File: src/rtl/student_fir_requant.sv
// student_fir_requant: requantizes 32-bit FIR accumulator words to 16-bit
// samples. The path is: rising-edge detect on the strobe, capture,
// round-half-up arithmetic shift, then saturate. Results go into a small
// FIFO that drains over valid/ready. Sticky overflow and saturation
// counters are kept for software debug.
module student_fir_requant #(
    parameter int DATA_SIZE_FIR_OUT = 32,
    parameter int DATA_SIZE         = 16,
    parameter int FIFO_DEPTH        = 8,
    parameter int LEVEL_W           = $clog2(FIFO_DEPTH) + 1
) (
    input  logic                         clk_i,
    input  logic                         rst_i,
    input  logic                         valid_strobe_in,
    input  logic [DATA_SIZE_FIR_OUT-1:0] y_in,
    input  logic [4:0]                   shift_i,
    input  logic                         clear_i,
    output logic [DATA_SIZE-1:0]         sample_o,
    output logic                         sample_valid_o,
    input  logic                         sample_ready_i,
    output logic [LEVEL_W-1:0]           fifo_level_o,
    output logic                         overflow_o,
    output logic [15:0]                  sat_count_o
);

    localparam int AW     = $clog2(FIFO_DEPTH);
    localparam int SW     = DATA_SIZE_FIR_OUT + 1;  // one guard bit so the rounding add never wraps
    localparam int STAGES = 2;

    localparam logic signed [SW-1:0] SAT_MAX = SW'((1 <<< (DATA_SIZE - 1)) - 1);
    localparam logic signed [SW-1:0] SAT_MIN = ~SAT_MAX;

    // ------------------------------------------------------------------
    // Edge detect and pipeline valid bits
    // ------------------------------------------------------------------
    logic              strobe_q;
    logic              evt;
    logic [STAGES:1]   vld_pipe;

    assign evt = valid_strobe_in & ~strobe_q;

    // Previous strobe value and the per-stage valid shift register.
    always_ff @(posedge clk_i) begin
        if (rst_i) begin
            strobe_q <= 1'b0;
            vld_pipe <= '0;
        end else begin
            strobe_q <= valid_strobe_in;
            vld_pipe <= {vld_pipe[STAGES-1:1], evt};
        end
    end

    // ------------------------------------------------------------------
    // Stage 1: capture
    // ------------------------------------------------------------------
    logic [DATA_SIZE_FIR_OUT-1:0] y_s1;
    logic [4:0]                   sh_s1;

    // Capture the accumulator word and its shift only on an event.
    always_ff @(posedge clk_i) begin
        if (rst_i) begin
            y_s1  <= '0;
            sh_s1 <= '0;
        end else if (evt) begin
            y_s1  <= y_in;
            sh_s1 <= shift_i;
        end
    end

    // ------------------------------------------------------------------
    // Stage 2: round-half-up and arithmetic shift
    // ------------------------------------------------------------------
    logic        [SW-1:0] rnd_s1;
    logic signed [SW-1:0] sum_s1;
    logic signed [SW-1:0] shr_s1;
    logic signed [SW-1:0] r_s2;

    // Add half an LSB of the result before shifting; a zero shift adds nothing.
    always_comb begin
        rnd_s1 = '0;
        if (sh_s1 != 5'd0)
            rnd_s1 = SW'(1) << (sh_s1 - 5'd1);
        sum_s1 = $signed({y_s1[DATA_SIZE_FIR_OUT-1], y_s1}) + $signed(rnd_s1);
        shr_s1 = sum_s1 >>> sh_s1;
    end

    // Register the rounded, shifted value.
    always_ff @(posedge clk_i) begin
        if (rst_i)
            r_s2 <= '0;
        else if (vld_pipe[1])
            r_s2 <= shr_s1;
    end

    // ------------------------------------------------------------------
    // Stage 3: saturate and push
    // ------------------------------------------------------------------
    logic                 push;
    logic                 sat_hi;
    logic                 sat_lo;
    logic                 sat_ev;
    logic [DATA_SIZE-1:0] sat_data;

    // Clamp to the signed output range.
    always_comb begin
        push     = vld_pipe[2];
        sat_hi   = (r_s2 > SAT_MAX);
        sat_lo   = (r_s2 < SAT_MIN);
        sat_ev   = push & (sat_hi | sat_lo);
        sat_data = r_s2[DATA_SIZE-1:0];
        if (sat_hi)
            sat_data = SAT_MAX[DATA_SIZE-1:0];
        else if (sat_lo)
            sat_data = SAT_MIN[DATA_SIZE-1:0];
    end

    // ------------------------------------------------------------------
    // FIFO: pointers carry an extra wrap bit to separate full from empty
    // ------------------------------------------------------------------
    logic [DATA_SIZE-1:0] mem [FIFO_DEPTH];
    logic [AW:0]          wr_ptr;
    logic [AW:0]          rd_ptr;
    logic                 empty;
    logic                 full;
    logic                 pop;
    logic                 wr_en;
    logic                 ovf_set;

    // A pop in the same cycle frees the slot, so a push into a full FIFO is
    // only dropped when nothing drains.
    always_comb begin
        empty   = (wr_ptr == rd_ptr);
        full    = (wr_ptr[AW] != rd_ptr[AW]) && (wr_ptr[AW-1:0] == rd_ptr[AW-1:0]);
        pop     = ~empty & sample_ready_i;
        wr_en   = push & (~full | pop);
        ovf_set = push & full & ~pop;
    end

    // Storage array; contents need no reset since the pointers gate visibility.
    always_ff @(posedge clk_i) begin
        if (wr_en)
            mem[wr_ptr[AW-1:0]] <= sat_data;
    end

    // Read and write pointer advance.
    always_ff @(posedge clk_i) begin
        if (rst_i) begin
            wr_ptr <= '0;
            rd_ptr <= '0;
        end else begin
            if (wr_en)
                wr_ptr <= wr_ptr + 1'b1;
            if (pop)
                rd_ptr <= rd_ptr + 1'b1;
        end
    end

    assign sample_o       = mem[rd_ptr[AW-1:0]];
    assign sample_valid_o = ~empty;
    assign fifo_level_o   = LEVEL_W'(wr_ptr - rd_ptr);

    // ------------------------------------------------------------------
    // Debug counters: a new event in the clear cycle takes priority
    // ------------------------------------------------------------------

    // Sticky overflow flag.
    always_ff @(posedge clk_i) begin
        if (rst_i)
            overflow_o <= 1'b0;
        else if (ovf_set)
            overflow_o <= 1'b1;
        else if (clear_i)
            overflow_o <= 1'b0;
    end

    // Saturation counter, holds at all-ones.
    always_ff @(posedge clk_i) begin
        if (rst_i)
            sat_count_o <= '0;
        else if (clear_i)
            sat_count_o <= sat_ev ? 16'd1 : 16'd0;
        else if (sat_ev && (sat_count_o != 16'hFFFF))
            sat_count_o <= sat_count_o + 16'd1;
    end

endmodule
File: config.mk
export PLATFORM = sky130hd
export DESIGN_NAME = student_fir_requant
export DESIGN_NICKNAME = d
export VERILOG_FILES = /design/src/rtl/student_fir_requant.sv
export SDC_FILE = /design/constraint.sdc
export NUM_CORES = 1
export LEC_CHECK = 0
export CORE_MARGIN = 3
export CORE_UTILIZATION = 35
export CTS_CLUSTER_DIAMETER = 40
export DETAILED_ROUTE_END_ITERATION = 10
export GPL_TIMING_DRIVEN = 0
export PLACE_DENSITY = 0.49
export SLEW_MARGIN = 20
export SYNTH_ARGS = -nofsm -noshare
export SYNTH_HDL_FRONTEND = slang
export SYNTH_SLANG_ARGS = --single-unit
File: constraint.sdc
create_clock -name clk_i -period 7.45 [get_ports clk_i]
set_clock_uncertainty 0.15 [all_clocks]
set_input_delay 1.1175 -clock clk_i [delete_from_list [all_inputs] [get_ports clk_i]]
set_output_delay 1.1175 -clock clk_i [all_outputs]
set_load 0.02 [all_outputs]
# After elaboration in Yosys (flattened, before gate mapping)
# Memories as Yosys holds them, arrays and structs flattened. A register that Yosys moved wholly into a read port is not among the register bits.
# Cells that the tools add are included.
# W data, S select, Z words.
[totals] mem_count=1 latch_bits=0 ram_bits=128 register_bits=98 in_bits=42 wordCells=53 mem_bits_ro=0 output_inout_bits=38
[mem_list] memory="mem" words=8 word_bits=16 read_ports=1 rd_ports_with_merged_regs=1 write_ports=1 line="120" text="logic [DATA_SIZE-1:0] mem [FIFO_DEPTH];"
[op_classes] magnitude_cmp=2 n_bitwise=12 reduce_logical=5 mul=0 div_mod_pow=0 n_mux=12 eq_ne=4 addsub=6 shifts=2
[ops] cell="$mux W16" count=4
[ops] cell="$add A32 B33 Y33" count=1
[ops] cell="$gt A33 B16 Y1 const B" count=1
[ops] cell="$lt A33 B16 Y1 const B" count=1
[ops] cell="$mux W33" count=1
[ops] cell="$shl A1 B5 Y33 const A" count=1
[ops] cell="$sshr A33 B5 Y33" count=1
[ops] cell="$add A16 B1 Y16 const B" count=1
[ops] cell="$ne A16 B16 Y1 const B" count=1
[ops] cell="$add A4 B1 Y4 const B" count=2
[ops] cell="$and A1 B1 Y1" count=6
[ops] cell="$mux W3" count=2
[ops] cell="$mux W1" count=5
[ops] cell="$reduce_bool A5 Y1" count=1
[ops] cell="$sub A5 B1 Y5 const B" count=1
[ops] cell="$eq A4 B4 Y1" count=1
[ops] cell="$not A1 Y1" count=4
[ops] cell="$reduce_bool A2 Y1" count=2
[ops] cell="$sub A4 B4 Y4" count=1
[ops] cell="$eq A3 B3 Y1" count=1
[ops] cell="$logic_and A1 B1 Y1" count=2
[ops] cell="$or A1 B1 Y1" count=2
[ops] cell="$ne A1 B1 Y1" count=1

# Logic depth before layout (Yosys ltp)
# Gate-level depths: netlist (run 1).
[depth] ltp_word=7 mapped_depth=19

# Worst setup path before layout (run 1)
# No wires, ideal clock.
[synth_path] kind="reg2reg" from="register sh_s1[0]" to="register r_s2[5]" path_stages_with_launch=18 arrival_time_ns=4.582 path_slack_ns=2.584 synth_period_minus_slack_ns=4.866 path_buffers=5 setup_ns=0.134 cell_sequence="dfxtp_1 > clkbuf_1 > clkbuf_8 > clkbuf_1 > clkbuf_1 > clkbuf_1 > nor3_1 > fa_1 > a211oi_1 > o21a_1 > o221ai_2 > a21oi_2 > o211ai_1 > nor3b_1 > or4b_4 > nand2_1 > a21oi_1 > or4_1"
[synth_via] elab_chain_cells=5 word_cells_on_any_way=6 cone_classes="add/sub (2); shift (2); mux (1); reduce/logical (1)"
[synth_lines] element="start: declaration" line="57" text="logic [4:0] sh_s1;"
[synth_lines] element="start signal: assignment" line="66" text="sh_s1 <= shift_i;"
[synth_lines] element="$sub A5 B1 Y5" line="82" text="rnd_s1 = SW'(1) << (sh_s1 - 5'd1);"
[synth_lines] element="$shl A1 B5 Y33" line="82"
[synth_lines] element="$mux W33" line="81" text="if (sh_s1 != 5'd0)"
[synth_lines] element="$add A32 B33 Y33" line="83" text="sum_s1 = $signed({y_s1[DATA_SIZE_FIR_OUT-1], y_s1}) + $signed(rnd_s1);"
[synth_lines] element="$sshr A33 B5 Y33 (*)" line="84" text="shr_s1 = sum_s1 >>> sh_s1;"
[synth_lines] element="end signal: assignment" line="92" text="r_s2 <= shr_s1;"
[synth_lines] element="end: declaration" line="76" text="logic signed [SW-1:0] r_s2;"
# Mark *: on every way between the ends. The rest lies on a longest branch, timed or not.
# A chain may end at the register's enable or synchronous reset.

# Final worst setup path (run 1)
[layout_path] from="register sh_s1[0]" to="register r_s2[10]"
# Same word-level chain as after synthesis.

==> results of run 1 <==
layer usage:
| layer | part of all wire | wire length (um) |
|---|---|---|
| met1 | 0.41 | 18680 |
| met2 | 0.49 | 22340 |
| met4 | 0.048 | 2189 |
| met3 | 0.049 | 2228 |
| met5 | 0 | 0 |
worst min-delay path by stage:
stage	to	startpoint	depth (start not counted)	slack [ns]
CTS	vld_pipe[1]	strobe_q	1	0.30
global route	vld_pipe[1]	strobe_q	1	0.33
floorplan	vld_pipe[1]	strobe_q	1	0.26
detailed placement	vld_pipe[1]	strobe_q	1	0.28
global placement	vld_pipe[1]	strobe_q	1	0.27
finish	vld_pipe[1]	strobe_q	1	0.28
area by class of cell:
cell class | count | area, um^2
Buffer | 86 | 444.2
Clock buffer | 44 | 1025
Clock inverter | 28 | 360.3
Fill cell | 3767 | 21430
Inverter | 31 | 116.4
Multi-Input combinational cell | 1060 | 7176
Sequential cell | 229 | 5866
Tap cell | 511 | 639.4
Timing Repair Buffer | 87 | 880.8
where the power goes:
part,switching (uW),internal (uW)
Combinational,327,190
Sequential,19.8,1400
Clock,681,1220
state kept, by name (all words and copies together) (netlist names), named ones only:
register,count
mem,128
r_s2,33
y_s1,32
sat_count_o,16
sh_s1,5
rd_ptr,4
wr_ptr,4
vld_pipe,2
overflow_o,1
strobe_q,1
cells in the final DEF (no fill, tap or decap), types with 14 or more instances in the layout:
master / count
sky130_fd_sc_hd__nor2_1: 187
sky130_fd_sc_hd__ha_1: 38
sky130_fd_sc_hd__nor3_1: 32
sky130_fd_sc_hd__nand4_1: 26
sky130_fd_sc_hd__clkdlybuf4s50_1: 79
sky130_fd_sc_hd__nand2_1: 186
sky130_fd_sc_hd__inv_1: 28
sky130_fd_sc_hd__a211oi_1: 23
sky130_fd_sc_hd__o21ai_0: 44
sky130_fd_sc_hd__clkbuf_1: 50
sky130_fd_sc_hd__mux4_2: 39
sky130_fd_sc_hd__a21oi_1: 117
sky130_fd_sc_hd__mux2i_1: 23
sky130_fd_sc_hd__xor2_1: 22
sky130_fd_sc_hd__xnor2_1: 25
sky130_fd_sc_hd__mux2_2: 24
sky130_fd_sc_hd__dfxtp_1: 101
sky130_fd_sc_hd__nand3_1: 29
sky130_fd_sc_hd__buf_1: 14
sky130_fd_sc_hd__clkbuf_16: 39
sky130_fd_sc_hd__edfxtp_1: 128
worst max-delay path, cell delays in order, from the launching register on:
cell                        delay [ns]
sky130_fd_sc_hd__dfxtp_1          0.31
sky130_fd_sc_hd__clkbuf_1         0.35
sky130_fd_sc_hd__clkinv_1         0.37
sky130_fd_sc_hd__buf_1            0.38
sky130_fd_sc_hd__nand2_1          0.21
sky130_fd_sc_hd__clkbuf_1         0.64
sky130_fd_sc_hd__nor2_1           0.34
sky130_fd_sc_hd__ha_1             0.49
sky130_fd_sc_hd__nand3_1          0.17
sky130_fd_sc_hd__nor2_2           0.17
sky130_fd_sc_hd__nand4_2          0.23
sky130_fd_sc_hd__a2111oi_4        0.45
sky130_fd_sc_hd__nor4b_1          0.15
sky130_fd_sc_hd__nor4_4           0.72
sky130_fd_sc_hd__o32ai_1          0.21
sky130_fd_sc_hd__or4b_4           0.61
sky130_fd_sc_hd__o21ai_0          0.38
sky130_fd_sc_hd__o2111a_1         0.25
metrics by stage:
stage               cells  worst slack, ns  area (um^2)
floorplan            1406            2.584        13560
global placement     1996           0.8207        14990
detailed placement   2004           0.8205        15120
CTS                  2076           0.8217        16500
global route         2076           0.5335        16510
finish               2076           0.7882        16510
cell families after synthesis:
logic type / share of synthesized area
fa+ha+maj: 0.03800
flops: 0.4324
compound gates: 0.1731
xor+xnor: 0.03155
other cells: 0.0002765
mux: 0.1035
buf+inv: 0.04114
simple gates: 0.1800
==> results by stage, run 1 <==
Outcome:
- The run finished with clean final reports.

CTS:
- The root buffer selected by CTS is sky130_fd_sc_hd__clkbuf_16.
- After clock tree synthesis, the clock-pin slew on the worst setup and hold paths is about 0.050 ns.
- The number of gates resized after CTS was 0.
- Counting along the longest clock path gives a buffer depth of 3.
- The later-pin clock latency in the skew report is between 0.5 and 0.6 ns.
- In this run, CTS created clock tree buffers numbering 39.
- The cts-stage hold buffer count is 0.
- TritonCTS built the clock tree.
- The clock tree synthesis step divided the H-tree into 2 levels.
- The count of buffers added by post-CTS timing repair for setup is 0.
- The clock sink count is approximately 230.

Power:
- The post-route total power is 3834 uW.
- The worst ir drop on vdd is between 150 and 200 uV.
- The cell leakage power is just under 0.006 uW.
- Power spread over the standard cell area amounts to 232.2 nW/um^2.

Layout:
- Compared with the post-synthesis result, the final layout area differs by 21.70%.
- For this run, the post-layout net count is 1616.
- In the final layout, the share of cells above drive strength 1 is 0.1355.
- The antenna diode count is 0.
- At the end of the flow the core is filled with cells to 0.4352.

STA:
- The maximum clock rate is ~0.15 GHz.
- Counting I/O delays and the setup requirement, the final critical path takes ~6.7 ns.
- The setup-violating endpoint count in the final report is 0.
- The worst max-slew margin expressed relative to the limit is 0.3111.
- The total count of max-transition violations in the final report is 0.
- The slew at the pin closest to its max-slew limit is roughly 1.0 ns.
- The final hold violation count is 0.
- Setup repair after global routing left no endpoint under its margin.
- Of the available clock period, the critical path in the final layout requires 0.8942.
- On the final layout, the worst hold slack is 0.2850 ns.
- Summed over all failing endpoints, the final setup total negative slack is 0 ns.

GRT:
- For met3 alone, demand over resource in global routing was 0.03720.
- The overall global routing resource usage is 0.2187.
- For met2 alone, demand over resource in global routing was 0.3783.
- The via count of the first global-routing pass came to around 12000.
- The total congestion overflow after global routing is 0.
- Entering global routing, the biggest net connects 18 pins.
- The number of antenna violations at the first check in global routing is 0.
- For met1 alone, demand over resource in global routing was 0.2634.
- The busiest layer in global routing is met2.
- The first global-routing pass estimated roughly 69 mm of wire.

Worst setup path:
- STA classifies the critical path startpoint as a flip-flop.
- The setup check on the worst reg-to-reg path leaves a slack of ~0.8 ns.
- The logic depth of the worst register-to-register path is 17.
- The required time of the worst setup path is around 7.8 ns.
- The worst register-to-register path begins at sh_s1[0].
- The arrival time reported for the critical path endpoint is roughly 7.0 ns.
- The startpoint of the most critical setup path is sh_s1[0].
- The capturing instance or port of the critical path is r_s2[10].
- The endpoint identified for the worst register-to-register timing path is r_s2[10].
- The element type at the critical path end is a flip-flop.
- The setup path with the least slack is of type reg -> reg.
- The maximum fanout count along the critical path is 10.

Logic synthesis:
- Synthesis inferred 229 register bits.
- The synthesized instance count is between 1000 and 1500.
- The synthesized net count is 1488.
- Sorting the synthesized cells by area gives the leading types as sky130_fd_sc_hd__edfxtp_1, sky130_fd_sc_hd__dfxtp_1, sky130_fd_sc_hd__mux4_2.
- Ranked by instance count, the synthesized netlist is headed by sky130_fd_sc_hd__nor2_1, sky130_fd_sc_hd__nand2_1, sky130_fd_sc_hd__edfxtp_1.
- The share of the Yosys chip area taken by registers is 0.4324.
- The number of enable-type register cells in the synthesized netlist is between 100 and 150.
- The number of warning messages in the yosys log is 0.
- The most common flop cell mapped by yosys is sky130_fd_sc_hd__edfxtp_1.
- The top-area cell type share of the netlist area is 0.2834.
- The cell type contributing the most total cell area after synthesis is sky130_fd_sc_hd__edfxtp_1.
- In this run the cell area of the synthesized design comes to 13560 um^2.
- The mean instance size in the synthesized netlist is between 9 and 10 um^2.
- Of all flip-flops after synthesis, the portion carrying an async set or reset was 0.
- In this run, distinct cell masters in the synthesized netlist total 97.
- Among all cell types in the netlist, the one instantiated most often is sky130_fd_sc_hd__nor2_1.

Min path:
- In this run the worst hold path is classified as reg -> reg.

Die:
- Measured along the y axis, the die boundary spans roughly 200 um.
- The effective utilization at floorplan is 0.3576.
- The full die area is around 41000 um^2.
- The region available for standard cell placement spans 37930 um^2.
- The chip width is around 200 um.
- During I/O placement, the number of pins put on the boundary was 80.
- The row count is between 70 and 80.

Placed design:
- The HPWL reported at the end of detailed placement is between 30 and 40 mm.
- The port buffer count is between 70 and 80.
- The routability congestion estimate from global placement is between 0.9 and 1.

Detailed routing:
- The DRC violation count after routing is 0.
- The via count is 11656.
- Dividing the detail-routed wire length by the instance count gives about 22 um.
- The count of antenna-violating nets left after detailed routing is 0.
- The number of detailed-route iterations in the first pass is 5.
- Summed over all layers, the routed wires come to about 45 mm.
- The average via count per standard cell is between 5 and 6.
- After the first detailed-routing iteration, the DRC count stood at a little under 800.

Run:
- The number of max-cap violations is 0.
(Power assumes the default switching activity.)
==> run 2: changes to the inputs <==
Settings changed: SKIP_CTS_REPAIR_TIMING from default to 1.
==> results of run 2 <==
Final layout, timing and power as in run 1 (identical DEF).
==> run 3: changes to the inputs <==
Settings changed: SLEW_MARGIN 20 to 25, TNS_END_PERCENT from default to 20.
==> run 3 against run 2 <==
Sequential share of layout area grew 0.19 points. Worst hold slack lost 0.0036 ns. Utilization shrank 0.23 points. Global-route usage is essentially flat. Count of clock-buffer cells in the layout grew 4. Critical path depth is the same. Worst setup slack gained 0.022 ns. Critical path type unchanged.
==> results by stage, run 3 (synthesized netlist as in run 1, its figures left out) <==
STA:
- The final hold violation count is 0.
- Setup repair after global routing left no endpoint under its margin.
- The maximum clock rate is between 0.15 and 0.2 GHz.
- The worst max-slew margin expressed relative to the limit is 0.2815.
- Setup slack closes at 0.8102 ns.
- Dividing the final minimum period by the clock period gives 0.8912.
- The time the final worst path needs with I/O delays and setup is between 6 and 7 ns.
- The total count of max-transition violations in the final report is 0.
- The setup TNS is 0 ns.
- Setup violations remaining at the end of the flow were counted as 0.
- For the pin with the worst max-slew slack, the measured transition is between 1 and 1.5 ns.

Worst setup path:
- Measured in cells, the most critical reg-to-reg path has a length of 17.
- The endpoint identified for the worst register-to-register timing path is r_s2[10].
- Data on the critical path arrives at its endpoint at between 6 and 7 ns.
- The type of element launching the critical path is a flip-flop.
- The worst register-to-register path begins at sh_s1[0].
- The element type at the critical path end is a flip-flop.
- For flop-to-flop paths, the worst setup slack is a little over 0.8 ns.
- The required time of the worst setup path is between 7 and 8 ns.
- The maximum fanout count along the critical path is 10.
- The capturing instance or port of the critical path is r_s2[10].
- The startpoint-to-endpoint class of the critical path is reg -> reg.
- The critical path starts at sh_s1[0].

Placed design:
- The port buffer count is 79.
- Once detailed placement completed, the half-perimeter wirelength came to 33.67 mm.
- OpenSTA, run right after detailed placement, puts the worst setup slack at ~0.87 ns.
- The routability congestion estimate from global placement is about 0.96.

CTS:
- The root buffer selected by CTS is sky130_fd_sc_hd__clkbuf_16.
- The number of buffers inserted during clock tree synthesis is 40.
- The clock tree buffer depth is 3.
- The later-pin clock latency in the skew report is 0.57 ns.
- CTS saw about 230 sinks.
- TritonCTS built the clock tree.
- Clock-pin slew was measured on the worst setup and hold paths at about 0.050 ns.
- The maximum level of the CTS H-tree is 2.

Outcome:
- The run finished with clean final reports.

GRT:
- The total overflow left after global routing is 0.
- The number of antenna violations at the first check in global routing was 0.
- The first-pass GRT wire length is ~70 mm.
- For this run, the total global-route usage over all layers was measured as 0.2192.
- Entering global routing, the biggest net connects 18 pins.
- The met2 usage is 0.3778.
- The busiest layer in global routing is met2.
- The via count of the first global-routing pass was about 12000.
- For this run, global-route usage on met3 was measured as 0.04521.
- For met1 alone, demand over resource in global routing was 0.2599.

Power:
- The internal power is about 2600 uW.
- The combinational cell fraction of total power is 0.141.
- The share of total power dissipated in the clock network is 0.474.
- Of the total power, registers draw 0.385.
- The cell leakage power is 0.005751 uW.
- The net load switching power is around 1000 uW.
- Power spread over the standard cell area amounts to ~220 nW/um^2.
- The worst ir drop on vdd is between 100 and 150 uV.
- The switching part of the total is 0.2801.

Layout:
- The final layout contains 1617 nets.
- In the layout the commonest cells are sky130_fd_sc_hd__nor2_1, sky130_fd_sc_hd__nand2_1, sky130_fd_sc_hd__edfxtp_1.
- The antenna diode count is 0.
- The register with the most flip-flops in the layout has approximately 130 of them.
- The library cell used most frequently in the layout, excluding fill and tap cells, is sky130_fd_sc_hd__nor2_1.
- The layout has approximately 3800 filler cells.
- The area growth from synthesis to layout is 21.06%.
- Of the cells placed in the final design, the portion with a size suffix greater than 1 is 0.1343.

Detailed routing:
- Dividing the detail-routed wire length by the instance count gives 21.79 um.
- The initial DRC count is 692.
- The count of antenna-violating nets left after detailed routing is 0.
- The total detailed-routing wirelength is approximately 45 mm.
- Using the TritonRoute via totals, the vias-per-cell ratio works out to approximately 5.7.
- For this run, design rule violations remaining after detail routing come to 0.
- The detailed router placed roughly 12000 vias in this run.
- The first detailed-routing pass took 5 iterations.

Die:
- The I/O pin count is 80.
- The area of the core is roughly 38000 um^2.
- The effective utilization at floorplan is 0.3576.
- The die height is between 200 and 250 um.
- The row count is 71.
- The die is ~200 um wide.
- The floorplan step defined a die boundary enclosing 41150 um^2.

Run:
- The number of max-cap violations is 0.

Min path:
- In this run the worst hold path is classified as reg -> reg.
run 3: worst min-delay path by stage:
stage | startpoint | endpoint | slack, ns | depth (start not counted)
final | strobe_q | vld_pipe[1] | 0.28 | 1
after CTS | strobe_q | vld_pipe[1] | 0.29 | 1
after detailed placement | strobe_q | vld_pipe[1] | 0.28 | 1
after floorplan | strobe_q | vld_pipe[1] | 0.26 | 1
after global routing | strobe_q | vld_pipe[1] | 0.31 | 1
after global placement | strobe_q | vld_pipe[1] | 0.27 | 1
run 3: through the flow:
step | power (uW) | hold slack (ns) | utilization | cell area, um^2 | instances
after global routing | 3834 | 0.3116 | 0.4329 | 16420 | 2075
after floorplan | 1767 | 0.2559 | - | 13560 | 1406
after CTS | 3724 | 0.2901 | 0.4326 | 16410 | 2074
after global placement | 1952 | 0.2744 | 0.3953 | 14990 | 1996
after detailed placement | 1957 | 0.2772 | 0.3984 | 15110 | 2003
final | 3681 | 0.2814 | 0.4329 | 16420 | 2075
run 3: area by class of cell:
class                           count  area [um^2]  share of cell area
Clock buffer                       48         1082             0.06591
Sequential cell                   229         5866              0.3572
Clock inverter                     23        215.2             0.01311
Multi-Input combinational cell   1060         7186              0.4376
Tap cell                          511        639.4             0.03894
Inverter                           31        116.4            0.007086
Buffer                             86        442.9             0.02697
Timing Repair Buffer               87        873.3             0.05319
run 3: power groups by stage:
stage	logic (uW)	registers (uW)	clock network [uW]
6_report	518	1420	1740
5_1_grt	565	1420	1850
4_1_cts	515	1420	1790
3_5_place_dp	513	1440	0
3_3_place_gp	509	1440	0
2_1_floorplan	330	1440	0
run 3: worst max-delay path, stage by stage, from the launching register on:
cell                        delay [ns]
sky130_fd_sc_hd__dfxtp_1          0.31
sky130_fd_sc_hd__clkbuf_1         0.35
sky130_fd_sc_hd__clkinv_1         0.37
sky130_fd_sc_hd__buf_1            0.38
sky130_fd_sc_hd__nand2_1          0.21
sky130_fd_sc_hd__clkbuf_1         0.65
sky130_fd_sc_hd__nor2_1           0.33
sky130_fd_sc_hd__ha_1             0.50
sky130_fd_sc_hd__nand3_1          0.18
sky130_fd_sc_hd__nor2_2           0.18
sky130_fd_sc_hd__nand4_2          0.23
sky130_fd_sc_hd__a2111oi_4        0.45
sky130_fd_sc_hd__nor4b_1          0.14
sky130_fd_sc_hd__nor4_4           0.71
sky130_fd_sc_hd__o32ai_1          0.21
sky130_fd_sc_hd__or4b_4           0.61
sky130_fd_sc_hd__o21ai_0          0.38
sky130_fd_sc_hd__o2111a_1         0.25
run 3: metal layers:
layer	up-vias	wire length, um	share of wire
met5	-	0	0
met1	5729	17990	0.40
met4	0	2432	0.054
li1	5509	-	-
met2	389	22120	0.49
met3	133	2679	0.059
